### src/rtl/mem_defs.sv
// mem_defs: encodings shared by the memory access unit and the control unit's output decode.
package mem_defs;

  // Stack operation select, driven by the control unit alongside a RAM request.
  typedef enum logic [1:0] {
    SP_NONE = 2'b00,
    SP_PUSH = 2'b01,
    SP_POP  = 2'b10,
    SP_LOAD = 2'b11
  } sp_sel_e;

  // Access sequencer states.
  typedef enum logic [1:0] {
    ST_IDLE   = 2'b00,
    ST_ACCESS = 2'b01,
    ST_WAIT   = 2'b10,
    ST_DONE   = 2'b11
  } mau_state_e;

  // Width of the read-latency down-counter; it never has to hold more than RD_LATENCY-2.
  function automatic int unsigned cnt_width(input int unsigned lat);
    return (lat > 2) ? $clog2(lat) : 1;
  endfunction

endpackage

### src/rtl/stack_ptr_reg.sv
// stack_ptr_reg: 16-bit stack pointer with load/decrement/increment and bounds compares.
// Arithmetic wraps modulo 2^16; load has priority over dec, dec over inc.
module stack_ptr_reg #(
  parameter logic [15:0] SP_RESET    = 16'h0000,
  parameter logic [15:0] STACK_LIMIT = 16'hFF00
) (
  input  logic        i_clk,
  input  logic        i_rst_n,
  input  logic        i_inc,
  input  logic        i_dec,
  input  logic        i_load,
  input  logic [15:0] i_load_val,
  output logic [15:0] o_sp,
  output logic [15:0] o_sp_dec,
  output logic        o_at_limit,
  output logic        o_at_empty
);

  logic [15:0] r_sp;

  // Stack pointer update: load, push-decrement or pop-increment.
  always_ff @(posedge i_clk or negedge i_rst_n) begin
    if (!i_rst_n) begin
      r_sp <= SP_RESET;
    end else if (i_load) begin
      r_sp <= i_load_val;
    end else if (i_dec) begin
      r_sp <= r_sp - 16'd1;
    end else if (i_inc) begin
      r_sp <= r_sp + 16'd1;
    end
  end

  assign o_sp       = r_sp;
  assign o_sp_dec   = r_sp - 16'd1;
  assign o_at_limit = (r_sp == STACK_LIMIT);
  assign o_at_empty = (r_sp == SP_RESET);

endmodule

### src/rtl/mem_access_unit.sv
// mem_access_unit: sequences a fixed-latency synchronous RAM for the control unit,
// muxes the access address (PC, bus or stack pointer) and owns the stack pointer.
// Optional build macro: MEM_STACK_BOUNDS_EN enables stack over/underflow detection
// (faulting push/pop skips the RAM and sets a sticky sp_fault).
module mem_access_unit
  import mem_defs::*;
#(
  parameter int unsigned RD_LATENCY  = 2,
  parameter logic [15:0] SP_RESET    = 16'h0000,
  parameter logic [15:0] STACK_LIMIT = 16'hFF00
) (
  input  logic        i_clk,
  input  logic        i_rst_n,
  input  logic        i_req,
  input  logic        i_wr,
  input  logic        i_ram_addr_sel,
  input  logic [1:0]  i_sp_sel,
  input  logic [15:0] i_pc_addr,
  input  logic [15:0] i_bus_addr,
  input  logic [15:0] i_wdata,
  input  logic [15:0] i_ram_rdata,
  output logic [15:0] o_ram_addr,
  output logic [15:0] o_ram_wdata,
  output logic        o_ram_en,
  output logic        o_ram_we,
  output logic [15:0] o_rdata,
  output logic        o_ready,
  output logic        o_busy,
  output logic [15:0] o_sp,
  output logic        o_sp_fault
);

  localparam int unsigned   CW       = cnt_width(RD_LATENCY);
  localparam logic [CW-1:0] CNT_INIT = (RD_LATENCY >= 2) ? CW'(RD_LATENCY - 2) : '0;

  mau_state_e    r_state;
  logic [CW-1:0] r_cnt;
  logic          r_ram_en;
  logic          r_ram_we;
  logic [15:0]   r_ram_addr;
  logic [15:0]   r_ram_wdata;
  logic [15:0]   r_rdata;
  logic          r_ready;
  logic          r_pop_pending;

  sp_sel_e       w_sp_sel;
  logic          w_is_push;
  logic          w_is_pop;
  logic          w_is_load;
  logic          w_accept;
  logic          w_fault;
  logic          w_skip_ram;
  logic          w_write;
  logic [15:0]   w_addr;
  logic [15:0]   w_sp;
  logic [15:0]   w_sp_dec;
  logic          w_at_limit;
  logic          w_at_empty;

  assign w_sp_sel   = sp_sel_e'(i_sp_sel);
  assign w_is_push  = (w_sp_sel == SP_PUSH);
  assign w_is_pop   = (w_sp_sel == SP_POP);
  assign w_is_load  = (w_sp_sel == SP_LOAD);
  assign w_accept   = (r_state == ST_IDLE) && i_req;
  assign w_skip_ram = w_is_load || w_fault;

  // Push/pop force the direction and take their address from the stack pointer.
  assign w_write = w_is_push ? 1'b1 : (w_is_pop ? 1'b0 : i_wr);
  assign w_addr  = w_is_push ? w_sp_dec :
                   w_is_pop  ? w_sp     :
                   (i_ram_addr_sel ? i_bus_addr : i_pc_addr);

  stack_ptr_reg #(
    .SP_RESET    (SP_RESET),
    .STACK_LIMIT (STACK_LIMIT)
  ) u_sp (
    .i_clk      (i_clk),
    .i_rst_n    (i_rst_n),
    .i_inc      ((r_state == ST_DONE) && r_pop_pending),
    .i_dec      (w_accept && w_is_push && !w_fault),
    .i_load     (w_accept && w_is_load),
    .i_load_val (i_bus_addr),
    .o_sp       (w_sp),
    .o_sp_dec   (w_sp_dec),
    .o_at_limit (w_at_limit),
    .o_at_empty (w_at_empty)
  );

`ifdef MEM_STACK_BOUNDS_EN
  logic r_sp_fault;

  assign w_fault = w_accept && ((w_is_push && w_at_limit) || (w_is_pop && w_at_empty));

  // Sticky fault flag, cleared only by reset.
  always_ff @(posedge i_clk or negedge i_rst_n) begin
    if (!i_rst_n) begin
      r_sp_fault <= 1'b0;
    end else if (w_fault) begin
      r_sp_fault <= 1'b1;
    end
  end

  assign o_sp_fault = r_sp_fault;
`else
  logic w_unused_bounds;

  assign w_fault         = 1'b0;
  assign w_unused_bounds = w_at_limit | w_at_empty;
  assign o_sp_fault      = 1'b0;
`endif

  // Access sequencer: IDLE -> ACCESS -> (WAIT) -> DONE -> IDLE with registered RAM strobes.
  always_ff @(posedge i_clk or negedge i_rst_n) begin
    if (!i_rst_n) begin
      r_state       <= ST_IDLE;
      r_cnt         <= '0;
      r_ram_en      <= 1'b0;
      r_ram_we      <= 1'b0;
      r_ram_addr    <= 16'h0000;
      r_ram_wdata   <= 16'h0000;
      r_rdata       <= 16'h0000;
      r_ready       <= 1'b0;
      r_pop_pending <= 1'b0;
    end else begin
      case (r_state)
        ST_IDLE: begin
          if (w_accept) begin
            if (w_skip_ram) begin
              // SP load or faulting stack op: no RAM cycle, complete next cycle.
              r_state       <= ST_DONE;
              r_ready       <= 1'b1;
              r_pop_pending <= 1'b0;
            end else begin
              r_state       <= ST_ACCESS;
              r_ram_en      <= 1'b1;
              r_ram_we      <= w_write;
              r_ram_addr    <= w_addr;
              r_ram_wdata   <= i_wdata;
              r_pop_pending <= w_is_pop;
            end
          end
        end
        ST_ACCESS: begin
          r_ram_en <= 1'b0;
          r_ram_we <= 1'b0;
          if (r_ram_we || (RD_LATENCY == 1)) begin
            r_state <= ST_DONE;
            r_ready <= 1'b1;
            if (!r_ram_we) begin
              r_rdata <= i_ram_rdata;
            end
          end else begin
            r_state <= ST_WAIT;
            r_cnt   <= CNT_INIT;
          end
        end
        ST_WAIT: begin
          if (r_cnt == '0) begin
            r_state <= ST_DONE;
            r_ready <= 1'b1;
            r_rdata <= i_ram_rdata;
          end else begin
            r_cnt <= r_cnt - 1'b1;
          end
        end
        ST_DONE: begin
          r_state       <= ST_IDLE;
          r_ready       <= 1'b0;
          r_pop_pending <= 1'b0;
        end
        default: begin
          r_state <= ST_IDLE;
        end
      endcase
    end
  end

  assign o_ram_addr  = r_ram_addr;
  assign o_ram_wdata = r_ram_wdata;
  assign o_ram_en    = r_ram_en;
  assign o_ram_we    = r_ram_we;
  assign o_rdata     = r_rdata;
  assign o_ready     = r_ready;
  assign o_busy      = (r_state != ST_IDLE);
  assign o_sp        = w_sp;

endmodule

### config.mk
export PLATFORM = sky130hd
export DESIGN_NAME = mem_access_unit
export DESIGN_NICKNAME = d
export VERILOG_FILES = /design/src/rtl/mem_defs.sv /design/src/rtl/stack_ptr_reg.sv /design/src/rtl/mem_access_unit.sv
export SDC_FILE = /design/constraint.sdc
export NUM_CORES = 1
export LEC_CHECK = 0
export CORE_ASPECT_RATIO = 0.7
export CORE_MARGIN = 2
export CORE_UTILIZATION = 46
export DETAILED_ROUTE_END_ITERATION = 10
export PLACE_DENSITY_LB_ADDON = 0.3
export SYNTH_ARGS = -nofsm -noshare
export SYNTH_HDL_FRONTEND = slang
export SYNTH_HIERARCHICAL = 1
export SYNTH_SLANG_ARGS = --single-unit
### constraint.sdc
create_clock -name i_clk -period 3 [get_ports i_clk]
set_input_delay 0.45 -clock i_clk [delete_from_list [all_inputs] [get_ports i_clk]]
set_output_delay 0.45 -clock i_clk [all_outputs]
set_load 0.01 [all_outputs]
Word level (Yosys, flattened, before mapping)

Cells that the tools add are included.

Input bits: 71
Word-level logic and storage cells: 74
Register bits after elaboration: 71

$add $sub $neg: 3
Mux-type cells: 30
Reduce and logical (&&, ||, !) cells: 17
Eq/ne operators: 12
Bitwise operators: 2

Operators with widths:

| kind                  | count |
|---|---|
| $mux 16               | 6 |
| $add 16x1->16 const B | 1 |
| $sub 16x1->16 const B | 1 |
| $mux 1                | 15 |
| $ne 2x2->1 const B    | 6 |
| $eq 2x2->1 const B    | 4 |
| $pmux 1 s2            | 4 |
| $pmux 2 s4            | 1 |
| $reduce_and 2->1      | 4 |
| $reduce_bool 2->1     | 4 |
| $mux 2                | 3 |
| $reduce_and 3->1      | 2 |
| $eq 2x1->1 const B    | 2 |
| $logic_and 1x1->1     | 4 |
| $pmux 1 s4            | 1 |
| $reduce_and 4->1      | 1 |
| $reduce_bool 3->1     | 1 |
| $logic_not 2->1       | 1 |
| $not 1->1             | 2 |
| $sub 1x1->1 const B   | 1 |

Logic depth before layout (Yosys ltp)

Gate-level depths: netlist (run 1).

Depth in word-level cells: 6
Mapped depth: 11

Cells and area by module

The synthesis (run 1) kept the hierarchy.

Modules (own cells, without submodules):

| module          | cells each | instances | area each (um^2) |
|---|---|---|---|
| mem_access_unit | 232        | 1         | 2706.3 |
| stack_ptr_reg   | 189        | 1         | 1544.0 |

Least setup slack after synthesis (run 1)

No wires, ideal clock.

Kind: register to register
Start point: register r_state[0]
End point: register u_sp.r_sp[8], in the netlist u_sp/o_sp[8]
Arrival: 2.369 ns
Setup time: 0.065 ns
Stages on the path, launching flop included: 11
Slack: 0.566 ns
Cell sequence: dfrtp_1 inv_1 ha_1 nand2_1 clkbuf_1 nor2_1 clkbuf_1 nor2b_1 or3b_2 a2111oi_2 a211o_1

Word-level cells in the longest chain between the ends: 5
Elaborated cells between the ends (all ways): 9
Classes of those cells: eq/ne: 1; mux: 2; reduce/logical: 6

RTL lines:

| item                   | line                   | RTL |
|---|---|---|
| from (decl)            | mem_access_unit.sv:36  | `mau_state_e r_state;` |
| from (signal assigned) | mem_access_unit.sv:115 | `r_state <= ST_IDLE;` |
| from (signal assigned) | mem_access_unit.sv:130 | `r_state <= ST_DONE;` |
| from (signal assigned) | mem_access_unit.sv:134 | `r_state <= ST_ACCESS;` |
| $logic_not 2->1        | mem_access_unit.sv:64  | `assign w_accept = (r_state == ST_IDLE) && i_req;` |
| $logic_and 1x1->1      | mem_access_unit.sv:64  |  |
| $logic_and 1x1->1      | mem_access_unit.sv:80  | `.i_dec (w_accept && w_is_push && !w_fault),` |
| $mux 16                | stack_ptr_reg.sv:27    | `end else if (i_dec) begin` |
| $mux 16                | stack_ptr_reg.sv:25    | `end else if (i_load) begin` |
| to (signal assigned)   | stack_ptr_reg.sv:26    | `r_sp <= i_load_val;` |
| to (signal assigned)   | stack_ptr_reg.sv:28    | `r_sp <= r_sp - 16'd1;` |
| to (signal assigned)   | stack_ptr_reg.sv:30    | `r_sp <= r_sp + 16'd1;` |
| to (decl)              | stack_ptr_reg.sv:19    | `logic [15:0] r_sp;` |

Parallel ways exist; a longest one is shown, timed or not.
A chain may end at the register's enable or synchronous reset.

Worst setup path in the final report (run 1)

Start point: register u_sp.r_sp[0], in the netlist u_sp/o_sp[0]
End point: register u_sp.r_sp[14], in the netlist u_sp/o_sp[14]

Word-level cells in the longest chain between the ends: 4
Elaborated cells between the ends (all ways): 5
Classes of those cells: add/sub: 2; mux: 3

RTL lines:

| item          | line                | RTL |
|---|---|---|
| $add 16x1->16 | stack_ptr_reg.sv:30 |  |
| $mux 16       | stack_ptr_reg.sv:29 | `end else if (i_inc) begin` |
| $mux 16 (*)   | stack_ptr_reg.sv:27 |  |
| $mux 16 (*)   | stack_ptr_reg.sv:25 |  |

Every way passes the cells marked *; elsewhere a longest branch is shown, timed or not. The select of a mux whose other input is x is not followed.

==> results.cfg, run 1 <==
[clock_tree]
cts_buffers = 9
clkLatencyLatePin_ps = 340
postCtsSetupBuffers = 0
clk_pin_slew_ps = 60
htreeDepth = 3
clockBufferDepth = 2
clkSinkCount = 70
cts-root-buf = clkbuf_16
cts_hold_buf = 0
tritoncts = done
cts-resized-gates = 0

[sta]
fin_worst_skew_ps = 3.849
max_freq_mhz = 373.3
period_share_pct = 89.30
fin_hold_ws_ps = 179.7
min_period_ps = 2679
rsz0062_at_grt = false
worst_slew_pin_slew_ps = 756.1
hold_viol = 0
fin_setup_tns_ps = 0
drv_slew = 0
slew_headroom_pct = 49.60
finalSetupViolations = 0

[floorplan]
rows = 29
start_util_pct = 47.00
coreArea_um2 = 8999
die-area_um2 = 9988
ioPinCount = 140
die_x_um = 118.6
die_y_um = 84.22

[finish]
nNetsFinal = 623
regArea_um2 = 1752
multiInputGateArea_um2 = 2190
area_delta_synth_final_pct = 41.63
drive_gt1_share_pct = 15.12
nFillCells = 733
diodes = 0

[placement]
gp_congestion = 0.9692
portBuffers = 138
hpwlAfterDp_mm = 9.134

[yosys]
synthCells = 417
ys_warn_count = 6
netlist_area_um2 = 4229
synth_nets = 496
synth.avg_cell_area_um2 = 10.14

[pwr]
power_leakage_nw = 2.353
powerDensity_nw_per_um2 = 956.6
peakVddDrop_mv = 0.5773

[global_routing]
grt_overflow = 0
grt_pass1_wl_mm = 20.41
grt_pass1_vias = 3877
grt_max_degree = 35
grt_usage_pct = 25.76
antenna_found_initial = 0

[worst_setup_path]
cp_data_arrival_time_ps = 2900
worstSetupPathType = reg2reg
cp-start-kind = register
crit_path_end_kind = register
crit_fanout = 8
crit_slowest_cell = or3b_1
max_stage_delay_ps = 550
required_ps = 3220
path_cells = inv_1 > ha_1 > or3b_1 > nor4_4 > mux2i_1 > a211oi_1 > a211o_1

[detailed_routing]
wl_per_cell_um = 18.64
ant_nets = 0
totalWireLength_mm = 12.54
initialDrtViolationCount = 340
route.vias.total = 3876
drc = 0
drtPass1Iterations = 5
vias_per_cell = 5.759

[job]
max-cap-violations = 0

[run_status]
status = finished clean

[hold_path]
hold_path.class = in2async
## area by class of cell
class / instances / share of cell area [%]
repair buffers: 152 / 24.73
multi-input cells: 294 / 36.56
inverters: 17 / 1.065
clock buffers: 10 / 3.990
well taps: 124 / 2.590
clock inverters: 6 / 1.817
flip-flops and latches: 70 / 29.25
## critical path, delay by kind of cell, from the launching register on
| kind | cells | cell delay, ps |
|---|---|---|
| multiplexers | 1 | 330 |
| adder cells (fa/ha/maj) | 1 | 250 |
| flip-flops | 1 | 480 |
| AND/OR/NAND/NOR | 2 | 960 |
| buffers and inverters | 1 | 180 |
| AO/OA/AOI/OAI | 2 | 360 |
## state kept, by name, indices dropped and copies added (netlist names)
signal,cells
r_state,2
o_ram_wdata,16
o_ram_en,1
o_ram_we,1
o_ready,1
o_ram_addr,16
o_rdata,16
u_sp/o_sp,16
r_pop_pending,1
## final timing paths
check | slack [ps] | end | depth (start not counted) | from
setup / recovery | 320 | u_sp/o_sp[14]$_DFFE_PN0P_ | 7 | u_sp/o_sp[0]$_DFFE_PN0P_
hold / removal | 180 | o_rdata[1]$_DFFE_PN0N_ | 1 | i_rst_n
setup reg to reg | 320 | u_sp/o_sp[14]$_DFFE_PN0P_ | 7 | u_sp/o_sp[0]$_DFFE_PN0P_
hold reg to reg | 500 | o_rdata[11]$_DFFE_PN0N_ | 1 | o_rdata[11]$_DFFE_PN0N_
max in group asynchronous | 2050 | u_sp/o_sp[13]$_DFFE_PN0P_ | 2 | i_rst_n
min in group i_clk | 500 | o_rdata[11]$_DFFE_PN0N_ | 1 | o_rdata[11]$_DFFE_PN0N_
## metrics by stage
step / power, mW / cells / cell area (um2) / worst slack [ps] / util, %
after floorplan: 3.182 / 417 / 4229 / 565.8 / -
after global placement: 4.405 / 657 / 5642 / 424.6 / 62.69
after detailed placement: 4.475 / 657 / 5642 / 360.6 / 62.69
after CTS: 5.746 / 673 / 5989 / 347.1 / 66.56
after global routing: 6.058 / 673 / 5989 / 225.6 / 66.56
final: 5.730 / 673 / 5989 / 321.1 / 66.56
## where the power goes
| group | switching [mW] | total [mW] | leakage [nW] | internal [mW] |
|---|---|---|---|---|
| Sequential | 0.470 | 1.86 | 0.841 | 1.39 |
| Combinational | 1.16 | 2.63 | 1.34 | 1.47 |
| Clock | 0.410 | 1.24 | 0.172 | 0.833 |
| Total | 2.04 | 5.73 | 2.35 | 3.69 |
## layout by cell type, fill, tap and decap left out, types with 4 or more instances in the layout
cell / n
a211oi_1: 17
nor2b_1: 18
buf_4: 14
nand2b_1: 7
mux2i_1: 5
dfrtp_1: 70
xnor2_1: 10
nor2_1: 13
a31oi_1: 4
o31ai_1: 15
inv_1: 17
o21ai_0: 26
clkbuf_16: 9
nor3_1: 9
clkdlybuf4s50_1: 137
ha_1: 8
xor2_1: 12
nand2_1: 26
or2_2: 4
o22ai_1: 20
nor4_1: 4
nand3_1: 4
mux2_2: 32
a211o_1: 4
## metal layers
metal | GRT usage, % | up-vias | part of all wire [%]
li1 | - | 1776 | -
met1 | 34.87 | 1872 | 45
met2 | 40.33 | 212 | 45
met3 | 7.745 | 16 | 8.7
met4 | 7.143 | 0 | 1.2
met5 | 0 | - | 0
No activity file was read; power rests on OpenSTA's default activity.
==> run 2: changes to the inputs <==
- SLEW_MARGIN: default -> 20
==> results of run 2 <==
The final DEF is identical to that of run 1; final timing and power are the same.
==> run 3: changes to the inputs <==
- CTS_BUF_LIST: default -> sky130_fd_sc_hd__clkbuf_16
- CTS_CLUSTER_SIZE: default -> 14
==> run 3 against run 2 <==
Register-to-register slack about the same. First-iteration DRC count decreased by 0.59%. Hold slack improved by 3.1 ps. Sequential share of layout area barely moved. Cell area down 0.17%. Utilization down 0.11 points. Sequential cell count unchanged. Clock power about the same. Non-clock buffer count unchanged. Highest routed layer unchanged.
==> results.cfg, run 3 (synthesized netlist as in run 1, its figures left out) <==
[job]
max-cap-violations = 0

[sta]
period_share_pct = 89.24
fin_worst_skew_ps = 4.080
hold_viol = 0
fin_hold_ws_ps = 182.9
worst_slew_pin_slew_ps = 759.7
drv_slew = 0
rsz0062_at_grt = false
max_freq_mhz = 373.5
finalSetupViolations = 0
min_period_ps = 2677
slew_headroom_pct = 49.35
fin_setup_tns_ps = 0

[detailed_routing]
routed-wl-met2_mm = 5.636
totalWireLength_mm = 12.54
ant_nets = 0
route.vias.total = 3865
drtPass1Iterations = 5
wl_per_cell_um = 18.63
initialDrtViolationCount = 338
vias_per_cell = 5.743
top_layer = met4
drc = 0
wirelength_met1_mm = 5.763
wl_met3_mm = 1.017

[worst_setup_path]
worstSetupPathType = reg2reg
rrSetupSlack_ps = 320
required_ps = 3220
reg2reg_depth = 7
crit_path_end_kind = register
cp_data_arrival_time_ps = 2900
r2r_start = u_sp/o_sp[0]$_DFFE_PN0P_
crit_fanout = 8
cp-start-kind = register
rr_endpoint = u_sp/o_sp[14]$_DFFE_PN0P_

[placement]
dp.cells = 657
gp_congestion = 0.9692
portBuffers = 138
hpwlAfterDp_mm = 9.134

[pwr]
powerDensity_nw_per_um2 = 953.9
p_seq_share_pct = 32.6
p_clk_share_pct = 21.3
switching_share_pct = 35.71
p_switching_mw = 2.037
p_comb_share_pct = 46.1
p_int_mw = 3.667
peakVddDrop_mv = 0.5760
power_leakage_nw = 2.347

[clock_tree]
postCtsSetupBuffers = 0
cts_hold_buf = 0
htreeDepth = 3
tritoncts = done
cts-root-buf = clkbuf_16
clkSinkCount = 70
clockBufferDepth = 2
cts_buffers = 9
clkLatencyLatePin_ps = 330
cts-resized-gates = 0
clk_pin_slew_ps = 60

[run_status]
status = finished clean

[global_routing]
grt_max_degree = 35
antenna_found_initial = 0
grt_usage_pct = 25.76
grt_pass1_wl_mm = 20.41
grt_overflow = 0
grt_pass1_vias = 3877

[finish]
drive_gt1_share_pct = 14.94
final_common_cell = clkdlybuf4s50_1
instances_no_fill = 673
most-common-layout-cells = clkdlybuf4s50_1, dfrtp_1, mux2_2
nNetsFinal = 623
diodes = 0
nFillCells = 733
area_delta_synth_final_pct = 41.39

[floorplan]
rows = 29
die-area_um2 = 9988
coreArea_um2 = 8999
ioPinCount = 140
die_y_um = 84.22
start_util_pct = 47.00
die_x_um = 118.6

[hold_path]
hold_path.class = in2async
[run 3: cell types whose count changed in the layout (fill, tap and decap cells not counted)]
cell	change
clkinv_1	+1
clkbuf_8	-1
[run 3: power groups by stage]
stage	clock network (mW)	registers, mW	logic (mW)
floorplan	0	1.89	1.29
global placement	0	1.84	2.57
detailed placement	0	1.86	2.61
CTS	1.24	1.86	2.63
global route	1.27	1.92	2.83
finish	1.21	1.86	2.63
[run 3: how the worst max path moves through the flow]
stage                             start                   endpoint  slack, ps  cells after the start
2_1_floorplan    r_state[0]$_DFFE_PN0P_   u_sp/o_sp[8]$_DFFE_PN0P_        570                     10
3_3_place_gp   u_sp/o_sp[0]$_DFFE_PN0P_  u_sp/o_sp[14]$_DFFE_PN0P_        420                      7
3_5_place_dp   u_sp/o_sp[0]$_DFFE_PN0P_  u_sp/o_sp[14]$_DFFE_PN0P_        360                      7
4_1_cts        u_sp/o_sp[0]$_DFFE_PN0P_  u_sp/o_sp[14]$_DFFE_PN0P_        350                      7
5_1_grt        u_sp/o_sp[0]$_DFFE_PN0P_  u_sp/o_sp[14]$_DFFE_PN0P_        230                      7
6_report       u_sp/o_sp[0]$_DFFE_PN0P_  u_sp/o_sp[14]$_DFFE_PN0P_        320                      7
[run 3: worst max-delay path, stage by stage (launching register included)]
cell	delay [ps]
dfrtp_1	480
inv_1	190
ha_1	250
or3b_1	560
nor4_4	400
mux2i_1	330
a211oi_1	80
a211o_1	280
[run 3: per-stage QoR]
stage	util, %	power, mW	instance area [um2]	setup WS (ps)
2_1_floorplan	-	3.182	4229	565.8
3_3_place_gp	62.69	4.405	5642	424.6
3_5_place_dp	62.69	4.475	5642	360.6
4_1_cts	66.45	5.720	5979	347.1
5_1_grt	66.45	6.031	5979	225.6
6_report	66.45	5.704	5979	322.9
[run 3: area by class of cell]
cell class,instances,area (um2),area share [%]
timing repair buffer,152,1481,24.78
clock buffer,9,225.2,3.766
clock inverter,7,112.6,1.883
sequential,70,1752,29.29
inverter,17,63.81,1.067
multi-input combinational,294,2190,36.62
tap,124,155.1,2.595
[run 3: routing by layer]
layer / track usage [%] / up-vias
met1: 34.87 / 1888
met2: 40.33 / 190
met5: 0 / -
li1: - / 1775
met4: 7.143 / 0
met3: 7.745 / 12
